[src/rtl/run_mode_ctrl.sv]
// Run-mode sequencer for the JPEG-LS encoder: counts run pixels against the
// J[] table, emits segment/end events and hands interruption samples onward.
module run_mode_ctrl #(
  parameter int PIX_W = 9,
  parameter int CNT_W = 16
) (
  input  logic                    clk,
  input  logic                    reset,
  input  logic                    frame_start,
  input  logic                    pix_valid,
  input  logic                    start_run,
  input  logic                    eol,
  input  logic signed [PIX_W-1:0] Ra,
  input  logic signed [PIX_W-1:0] Rb,
  input  logic signed [PIX_W-1:0] Ix,
  output logic                    run_active,
  output logic                    run_seg_valid,
  output logic                    run_end_valid,
  output logic                    run_end_eol,
  output logic [CNT_W-1:0]        run_rem,
  output logic [4:0]              run_rem_bits,
  output logic [4:0]              run_index,
  output logic                    ri_en,
  output logic signed [PIX_W-1:0] ri_Ra,
  output logic signed [PIX_W-1:0] ri_Rb,
  output logic signed [PIX_W-1:0] ri_Ix
);

  typedef enum logic {IDLE, RUN} state_t;

  state_t           state;
  logic [CNT_W-1:0] cnt;

  logic             eval;
  logic             match;
  logic             seg_hit;
  logic [CNT_W:0]   cnt_inc;
  logic [CNT_W:0]   seg_len;
  logic [4:0]       j_cur;
  logic [4:0]       idx_up;
  logic [4:0]       idx_down;

  // J[] = 0,0,0,0,1,1,1,1,2,2,2,2,3,3,3,3,4,4,5,5,6,6,7,7,8,9,...,15
  function automatic logic [4:0] j_of(input logic [4:0] i);
    if (!i[4])        return {3'b000, i[3:2]};
    else if (!i[3])   return 5'd4 + {3'b000, i[2:1]};
    else              return i - 5'd16;
  endfunction

  // NOTE: every signal written here gets a value first so no latch is inferred.
  always_comb begin
    eval     = pix_valid & ((state == RUN) | start_run);
    match    = (Ix == Ra);
    j_cur    = j_of(run_index);
    cnt_inc  = {1'b0, cnt} + (CNT_W+1)'(1);
    seg_len  = (CNT_W+1)'(1) << j_cur;
    seg_hit  = (cnt_inc == seg_len);
    idx_up   = (seg_hit && run_index != 5'd31) ? run_index + 5'd1 : run_index;
    idx_down = (run_index != 5'd0) ? run_index - 5'd1 : run_index;
  end

  assign run_active = (state == RUN);

  // NOTE: sequential state uses non-blocking assignments so every flop samples
  // the pre-edge values regardless of statement order.
  always_ff @(posedge clk or negedge reset) begin
    if (!reset) begin
      state         <= IDLE;
      cnt           <= '0;
      run_index     <= '0;
      run_seg_valid <= 1'b0;
      run_end_valid <= 1'b0;
      run_end_eol   <= 1'b0;
      run_rem       <= '0;
      run_rem_bits  <= '0;
      ri_en         <= 1'b0;
      ri_Ra         <= '0;
      ri_Rb         <= '0;
      ri_Ix         <= '0;
    end else begin
      run_seg_valid <= 1'b0;
      run_end_valid <= 1'b0;
      run_end_eol   <= 1'b0;
      ri_en         <= 1'b0;
      if (frame_start) begin
        state     <= IDLE;
        cnt       <= '0;
        run_index <= '0;
      end else if (eval) begin
        if (match) begin
          run_seg_valid <= seg_hit;
          run_index     <= idx_up;
          if (eol) begin
            state <= IDLE;
            cnt   <= '0;
            // A residual exists only when no segment closed; then idx is unchanged.
            if (!seg_hit) begin
              run_end_valid <= 1'b1;
              run_end_eol   <= 1'b1;
              run_rem       <= cnt_inc[CNT_W-1:0];
              run_rem_bits  <= j_cur;
            end
          end else begin
            state <= RUN;
            cnt   <= seg_hit ? '0 : cnt_inc[CNT_W-1:0];
          end
        end else begin
          state         <= IDLE;
          cnt           <= '0;
          run_index     <= idx_down;
          run_end_valid <= 1'b1;
          run_rem       <= cnt;
          run_rem_bits  <= j_cur;
          ri_en         <= 1'b1;
          ri_Ra         <= Ra;
          ri_Rb         <= Rb;
          ri_Ix         <= Ix;
        end
      end
    end
  end

endmodule

[config.mk]
export PLATFORM = sky130hd
export DESIGN_NAME = run_mode_ctrl
export DESIGN_NICKNAME = d
export VERILOG_FILES = /design/src/rtl/run_mode_ctrl.sv
export SDC_FILE = /design/constraint.sdc
export NUM_CORES = 1
export LEC_CHECK = 0
export ABC_AREA = 1
export CAP_MARGIN = 20
export CELL_PAD_IN_SITES_DETAIL_PLACEMENT = 0
export CELL_PAD_IN_SITES_GLOBAL_PLACEMENT = 1
export CORE_MARGIN = 4
export CORE_UTILIZATION = 45
export DETAILED_ROUTE_END_ITERATION = 6
export DONT_BUFFER_PORTS = 1
export PLACE_DENSITY_LB_ADDON = 0.1
export SYNTH_ARGS = -nofsm -noshare
export SYNTH_HDL_FRONTEND = slang
export SYNTH_SLANG_ARGS = --single-unit
export TNS_END_PERCENT = 5
[constraint.sdc]
create_clock -name clk -period 4.6 [get_ports clk]
set_input_delay 1.15 -clock clk [delete_from_list [all_inputs] [get_ports clk]]
set_output_delay 1.15 -clock clk [all_outputs]
set_load 0.01 [all_outputs]
# After elaboration in Yosys (flattened, before gate mapping)
# Cells that the tools add are included.
[op_classes]
eq_ne = 6
mux = 36
reduce_logical = 7
n_shift = 1
addsub = 5
n_bitwise = 4
[op_table]
columns = ["op", "count"]
rows = [
  ["$mux W16", 8],
  ["$mux W5", 10],
  ["$mux W1", 18],
  ["$add A16 B1 Y17 const B", 1],
  ["$eq A17 B17 Y1", 1],
  ["$shl A1 B5 Y17 const A", 1],
  ["$eq A9 B9 Y1", 1],
  ["$reduce_and A3 Y1", 2],
  ["$add A5 B1 Y5 const B", 1],
  ["$ne A5 B5 Y1 const B", 1],
  ["$reduce_bool A5 Y1", 1],
  ["$sub A5 B1 Y5 const B", 1],
  ["$sub A5 B5 Y5 const B", 1],
  ["$add A3 B2 Y4 const A", 1],
  ["$ne A2 B2 Y1 const B", 2],
  ["$reduce_and A4 Y1", 1],
  ["$ne A3 B2 Y1 const B", 1],
  ["$reduce_bool A3 Y1", 1],
  ["$not A1 Y1", 2],
  ["$reduce_bool A2 Y1", 1],
  ["$and A1 B1 Y1", 1],
  ["$logic_and A1 B1 Y1", 1],
  ["$or A1 B1 Y1", 1],
]
[word_totals]
elab_cells = 71
output_inout_bits = 58
reg_bits = 74
input_bits = 33

# Depth between registers and ports, before layout
# Gate-level depths: netlist of the first run.
[depth]
ltp_word = 10
depth_mapped = 19
mapped_depth_nobuf = 17

# Worst setup path after synthesis of the first run
# OpenSTA, ideal clock, no wires.
[synth_timing]
kind = "input to register"
startpoint = "in Ra[6]"
endpoint = "reg run_index[4]"
stages = 13
setup_time_ns = 0.066
slack_ns = 1.369
required_ns = 4.534
arrival_ns = 3.164
n_path_buf = 2
cell_sequence = "xor2_1 nor4_1 nand2_1 clkbuf_1 clkbuf_1 ha_1 nand2_1 o21ai_0 xor2_1 o21ai_0 a21oi_1 nand3_1 nand2_1"
[synth_via]
elab_chain_cells = 4
elab_cells_between_ends = 7
classes_between = "2 x eq/ne; 3 x mux; 2 x reduce/logical"
[synth_lines]
columns = ["item", "line", "source"]
rows = [
  ["start, declared", "13", "input logic signed [PIX_W-1:0] Ra,"],
  ["$eq A9 B9 Y1 (*)", "53", "match = (Ix == Ra);"],
  ["$mux W5", "90", "if (match) begin"],
  ["$mux W5", "89", "end else if (eval) begin"],
  ["$mux W5", "85", "if (frame_start) begin"],
  ["end signal, assigned", "92", "run_index <= idx_up;"],
  ["end signal, assigned", "110", "run_index <= idx_down;"],
  ["end, declared", "22", "output logic [4:0] run_index,"],
]
# Mark *: on every way between the ends. The rest lies on a longest branch, timed or not. The select of a mux whose other input is x is not followed.
# A chain may end at the register's enable or synchronous reset.

# Final worst setup path of the first run
[layout_timing]
startpoint = "in Ix[2]"
endpoint = "reg run_index[4]"
[layout_via]
elab_chain_cells = 4
elab_cells_between_ends = 7
classes_between = "2 x eq/ne; 3 x mux; 2 x reduce/logical"
[layout_lines]
columns = ["item", "line", "source"]
rows = [
  ["start, declared", "15", "input logic signed [PIX_W-1:0] Ix,"],
  ["$eq A9 B9 Y1 (*)", "53", ""],
  ["$mux W5", "90", ""],
  ["$mux W5", "89", ""],
  ["$mux W5", "85", ""],
]
# Marks and branches as above.

==> results of run 1 <==
metal layers:
| layer | part of all wire, % | vias up | track usage (%) | routed length, um |
|---|---|---|---|---|
| met1 | 47 | 1633 | 29.0 | 4960 |
| met3 | 8.4 | 14 | 5.86 | 892 |
| li1 | - | 1819 | - | - |
| met2 | 43 | 108 | 28.5 | 4630 |
| met5 | 0 | - | 0 | 0 |
| met4 | 1.8 | 0 | 7.69 | 191 |
area by class of cell:
| cell class | instances | area, um2 |
|---|---|---|
| Multi-Input combinational cell | 424 | 2020 |
| Fill cell | 871 | 4430 |
| Sequential cell | 74 | 1850 |
| Tap cell | 108 | 135 |
| Clock buffer | 10 | 128 |
| Clock inverter | 6 | 115 |
| Inverter | 54 | 203 |
| Timing Repair Buffer | 2 | 15.0 |
cells by family after synthesis:
| logic type | Yosys count |
|---|---|
| compound gates | 54 |
| fa+ha+maj | 5 |
| flops | 74 |
| simple gates | 353 |
| buf+inv | 75 |
| xor+xnor | 12 |
worst paths after layout:
check                              from  slack [ns]               to  cells past startpoint
max                               Ix[2]        1.57     run_index[4]                     13
min                               reset        0.49         ri_Ra[3]                      0
min reg2reg                    ri_Ix[6]        0.55         ri_Ix[6]                      2
min in group clk               ri_Ix[6]        0.55         ri_Ix[6]                      2
max in group asynchronous         reset        4.00  run_rem_bits[1]                      0
max reg2reg                run_index[3]        1.84      run_rem[11]                     13
metrics by stage:
| stage | power [W] | instances | setup slack, ns | hold slack, ns | util [%] |
|---|---|---|---|---|---|
| finish | 0.00192 | 678 | 1.57 | 0.488 | 50.2 |
| floorplan | 0.00122 | 573 | 1.37 | 0.515 | - |
| global route | 0.00205 | 678 | 1.35 | 0.457 | 50.2 |
| detailed placement | 0.00132 | 662 | 1.21 | 0.537 | 47.5 |
| global placement | 0.00132 | 662 | 1.30 | 0.536 | 47.5 |
| CTS | 0.00193 | 678 | 1.57 | 0.470 | 50.2 |
synthesized netlist by cell type:
library cell / count
nand2_4: 1
o21ai_0: 34
or2_1: 1
buf_4: 2
a32oi_1: 1
inv_1: 47
nand2_2: 8
nor2_1: 33
a31o_2: 1
fa_1: 1
xor2_1: 12
dfrtp_1: 74
nand4_1: 14
a21oi_1: 4
nor2_8: 1
nand3_2: 3
nor3_1: 5
inv_2: 6
nand3_4: 1
clkbuf_1: 13
nand2_1: 218
nand3_1: 60
o21ai_1: 2
buf_6: 6
nor4_1: 1
nor2_2: 7
o21bai_2: 1
o22ai_1: 11
ha_1: 4
clkinv_1: 1
flip-flops by register name (all words and copies together), names as in the netlist:
| signal | count |
|---|---|
| run_active | 1 |
| run_index | 5 |
| run_rem_bits | 5 |
| ri_Ra | 9 |
| run_end_eol | 1 |
| ri_Rb | 9 |
| run_seg_valid | 1 |
| run_rem | 16 |
| ri_Ix | 9 |
| cnt | 16 |
| ri_en | 1 |
| run_end_valid | 1 |
cells in the final DEF, fill, tap and decap left out, drive strengths merged:
| master | instances |
|---|---|
| nand2 | 227 |
| dfrtp | 74 |
| nand3 | 64 |
| inv | 53 |
| nor2 | 41 |
| o21ai | 36 |
| nand4 | 14 |
| xor2 | 12 |
| o22ai | 11 |
| clkbuf | 10 |
| nor3 | 5 |
| a21oi | 4 |
| ha | 4 |
| bufinv | 3 |
| clkinv | 3 |
| buf | 2 |
| nor4 | 1 |
| o21bai | 1 |
| or2 | 1 |
| a32oi | 1 |
| a31o | 1 |
| fa | 1 |
| clkinvlp | 1 |
power by group through the flow:
stage,Combinational [W],Sequential (W),Clock [W]
floorplan,0.000406,0.000818,0
global placement,0.000453,0.000862,0
detailed placement,0.000460,0.000858,0
CTS,0.000460,0.000847,0.000626
global route,0.000532,0.000858,0.000657
finish,0.000458,0.000846,0.000613
==> summary.txt, run 1 <==
Status: complete, no violations
Crit path top cell by count: nand2_1
Final ANT Viol Nets: 0
CP Data Required Time: 4.84 ns
Via count: 3,574
# resized after CTS: 0
Compound-gate portion of the synthesized area: 7.09%
IO Count: 91
Crit-path leading delay family: simple AND/OR/NAND/NOR gates
WL final: 10,700 um
CTS Hold Bufs: 0
Total track usage: 20.0%
Core region area: 8890 um2
Area share of the largest cell type after synthesis: 44.1%
Final hold vios: 0
Largest net degree at the start of global routing: 75
Worst Hold Class: input port to async pin
Share of layout cells above drive strength 1: 8.25%
Maximum clock frequency: 330 MHz
First-pass DRT Iterations: 4
Critical path, cell by cell: inv_1 -> nand2_1 -> nand4_1 -> nor4_1 -> nand2_1 -> ha_1 -> a21oi_1 -> o21ai_0 -> xor2_1 -> o21ai_0 -> a21oi_1 -> nand3_1 -> nand2_1
Crit-path max cell delay: 0.44 ns
Power share of the clock group: 32.0%
CTS tree: built
Yosys Warn Count: 0
GRT overflow: 0
Final design area excluding fillers: 4460 um2
Rows: 34
Die ar.: 10,900 um2
Internal: 0.00124 W
# diodes: 0
Cell area after synthesis: 4200 um2
Clock skew: 0.0116 ns
Worst VDD drop: 0.000172 V
Synth cell types: 30
Max-cap violations: 0
Setup CP Type: input port to flip-flop
Buffers on Ports: 0
Crit path DAT: 3.27 ns
Yosys top cell by area: dfrtp_1
XOR/XNOR share of the synthesized area: 2.50%
Die X: 105 um
Maximum buffer depth of the clock tree: 2
Combinational Power Share: 23.9%
#FFs+latches synth: 74
Tcrit/Tclk final: 65.8%
Global-route wire length before repair: 17,800 um
Vias in the first global route: 3,529
Psw: 0.000680 W
Mapped Cells: 573
Sw Ratio: 35.5%
Nets: 603
Syn avg cell area: 7.33 um2
Reg power frac: 44.1%
Sum Neg Setup Slack: 0 ns
Root Buffer: clkbuf_8
Post-CTS Setup Bufs: 0
Die Y: 105 um
Largest family of logic cells by synthesized area: simple AND/OR/NAND/NOR gates
Worst Tran Pin Value: 0.559 ns
# setup viols final: 0
Starting DRT DRC Count: 199
Buf/Inv on CP: 1
Slowest CP cell: ha_1
P per Cell Area: 429 nW/um2
Area growth syn-to-layout: 6.29%
Post-layout min period: 3.03 ns
DP Wirelength: 7870 um
Worst skew pair latency: 0.35 ns
Initial Util: 47.2%
H-tree level count: 3
Simple-Gate Fraction of Synth Area: 36.7%
Critical path capture point type: flip-flop
Routed len/inst: 15.7 um
Slew Viols, Final: 0
Syn Nets: 611
Clk sink count: 74
Clock slew at reported path FFs: 0.08 ns
Number of CTS-inserted buffers: 9
Post-DP Area: 4220 um2
Critical path fanouts, max: 11
Slew HR: 62.5%
Crit path launch type: input port
Multiplexer share of the synthesized area: 0%
Post-synthesis sequential area ratio: 44.1%
RSZ-0062 raised after global routing: false
GPL Wtd Cong: 0.860
Initial antenna violation count: 0
Adder-cell area share of the yosys netlist: 1.67%
Leak: 2.28 nW
DRC: 0
Ranking of synthesized cells by area: dfrtp_1 (44%), nand2_1 (19%), nand3_1 (7.2%)
Vias per cell: 5.27
No activity file was read; power rests on OpenSTA's default activity.
==> run 2: changes to the inputs <==
CORE_UTILIZATION = 41   (was 45)
clock period = 2.7 ns   (was 4.6 ns; I/O delays follow)
==> run 2 against run 1 <==
Effect of this change: sequential share of layout area fell by 1.5 points; non-clock buffer count rose by 18; flip-flop and latch count did not move; clock power rose by 40%; cell area rose by 4.0%; register-to-register slack got worse by 1.6 ns; highest routed layer unchanged.
==> summary.txt, run 2 (synthesis results as in run 1) <==
Clock skew: 0.0158 ns (+0.00413 ns)
Total track usage: 20.5% (+0.42 points)
CTS tree: built
Core region area: 9860 um2 (+11%)
Crit path DAT: 2.68 ns (-0.59 ns)
# setup viols final: 0 (unchanged)
Tcrit/Tclk final: 90.3%
Combinational Power Share: 28.5% (+4.6 points)
Die X: 109 um (+4.4%)
Initial Util: 42.6% (-4.7 points)
Most frequent cells in the layout: nand2_1 (217), dfrtp_1 (71), nand3_1 (60), inv_1 (47), o21ai_0 (34)
Reg power frac: 44.4% (+0.3 points)
RSZ-0062 raised after global routing: false
Reg area: 1860 um2 (+0.20%)
GPL Wtd Cong: 0.841 (-2.2%)
Largest net degree at the start of global routing: 59 (-21%)
Final ANT Viol Nets: 0 (unchanged)
WL final: 11,500 um (+7.8%)
P per Cell Area: 685 nW/um2 (+60%)
Worst Hold Class: input port to async pin
Buffers on Ports: 0 (unchanged)
Via count: 3,717 (+4.0%)
First-pass DRT Iterations: 4 (unchanged)
Reg-to-reg endpoint: run_rem[14]
Sum Neg Setup Slack: 0 ns (unchanged)
CP Data Required Time: 2.94 ns (-1.90 ns)
Slew Viols, Final: 0 (unchanged)
Share of layout cells above drive strength 1: 11.6% (+3.3 points)
DRC: 0 (unchanged)
Worst Tran Pin Value: 0.606 ns (+0.0464 ns)
Worst skew pair latency: 0.36 ns (about the same)
Crit path launch type: flip-flop
Critical path fanouts, max: 22 (+11)
Clk sink count: 74 (unchanged)
Psw: 0.00121 W (+78%)
Die ar.: 11,900 um2 (+9.0%)
Setup CP Type: flip-flop to flip-flop
IO Count: 91 (unchanged)
Area growth syn-to-layout: 10.6%
Clock slew at reported path FFs: 0.09 ns (about the same)
Post-layout min period: 2.44 ns
Vias in the first global route: 3,643 (+3.2%)
FF-to-FF Start: run_index[3]
# diodes: 0 (unchanged)
R2r setup slk: 0.26 ns (-1.58 ns)
Cell depth of the worst flop-to-flop path: 16 (+3)
Max-cap violations: 0 (unchanged)
Maximum clock frequency: 410 MHz
Leading cell type in the layout, fill and taps excluded: nand2_1
Routed len/inst: 16.0 um (+1.3%)
Total Power: 0.00318 W (+66%)
Worst setup path endpoint: run_rem[14]
Internal: 0.00197 W (+59%)
Leak: 2.36 nW (+3.5%)
Initial antenna violation count: 0 (unchanged)
Fillers: 1,015 (+17%)
Vias per cell: 5.16 (-2.2%)
Die Y: 109 um (+4.4%)
Maximum buffer depth of the clock tree: 2 (unchanged)
H-tree level count: 3 (unchanged)
CP Launch Point: run_index[3]
Status: complete, no violations
GRT overflow: 0 (unchanged)
Slew HR: 59.6% (-2.9 points)
Final hold vios: 0 (unchanged)
Power share of the clock group: 27.1% (-4.9 points)
Nets: 621 (+3.0%)
Number of CTS-inserted buffers: 9 (unchanged)
Area of the multi-input gates: 2040 um2 (+1.1%)
Critical path capture point type: flip-flop
Rows: 36 (+5.9%)
Worst VDD drop: 0.000395 V (+130%)
Starting DRT DRC Count: 222 (+12%)
Largest regs: cnt x16, run_rem x16
Root Buffer: clkbuf_8
DP Wirelength: 8430 um (+7.2%)
Util after Layout: 47.1% (-3.1 points)
Sw Ratio: 38.0% (+2.5 points)
Global-route wire length before repair: 18,800 um (+5.5%)
-- run 2: worst min path at each step --
stage,slack (ns),endpoint,cells after the start
final,0.18,run_index[2],1
after global routing,0.19,run_index[2],1
after CTS,0.18,run_index[2],1
after detailed placement,0.39,cnt[10],0
after global placement,0.38,cnt[10],0
after floorplan,0.38,cnt[0],0
-- run 2: final cells by class --
class | instances | area share (%)
Multi-Input combinational cell | 424 | 43.9
Sequential cell | 74 | 40.0
Timing Repair Buffer | 20 | 4.04
Tap cell | 133 | 3.58
Inverter | 54 | 4.37
Clock inverter | 7 | 1.51
Clock buffer | 9 | 2.67
-- run 2: stage by stage --
stage	area [um2]	worst slack (ns)	hold slack, ns	std cells
after floorplan	4200	0.0175	0.379	573
after global placement	4360	0.0663	0.384	700
after detailed placement	4360	0.00953	0.385	700
after CTS	4600	0.105	0.179	719
after global routing	4640	0.00516	0.192	721
final	4640	0.262	0.178	721
-- run 2: timing repair --
action | in CTS | in global routing
setup buffers | 0 | 2
gates resized for setup | 0 | 6
endpoints found under the setup margin | 0 | 42
hold endpoints to repair | 58 | 0
hold buffers | 3 | 0
-- run 2: layer usage --
metal  wire [um]  track usage (%)  vias to the layer above
met5           0                0                        -
met4         207             6.50                        0
met3         717             5.33                       18
met2        5270             31.7                      104
met1        5310             28.0                     1738
li1            -                -                     1857
-- run 2: power groups by stage --
stage | Clock [W] | Combinational (W) | Sequential (W)
after CTS | 0.000890 | 0.000910 | 0.00141
after detailed placement | 0 | 0.000873 | 0.00143
final | 0.000861 | 0.000907 | 0.00141
after global placement | 0 | 0.000868 | 0.00143
after global routing | 0.000928 | 0.00103 | 0.00143
after floorplan | 0 | 0.000692 | 0.00139
-- run 2: critical path, cell delays in order (launching register included) --
cell and delay, ns:
dfrtp_2 0.50, inv_2 0.12, nand2_2 0.06, nand3_2 0.08, nand2_2 0.15, nor2_2 0.24, nand2_1 0.08, nand2_1 0.06
nand2_1 0.04, nor2_1 0.10, nand3_1 0.10, nor2_2 0.17, nand2_2 0.13, nand3_4 0.15, nand2_8 0.14, nand2_1 0.12
nand2_1 0.06
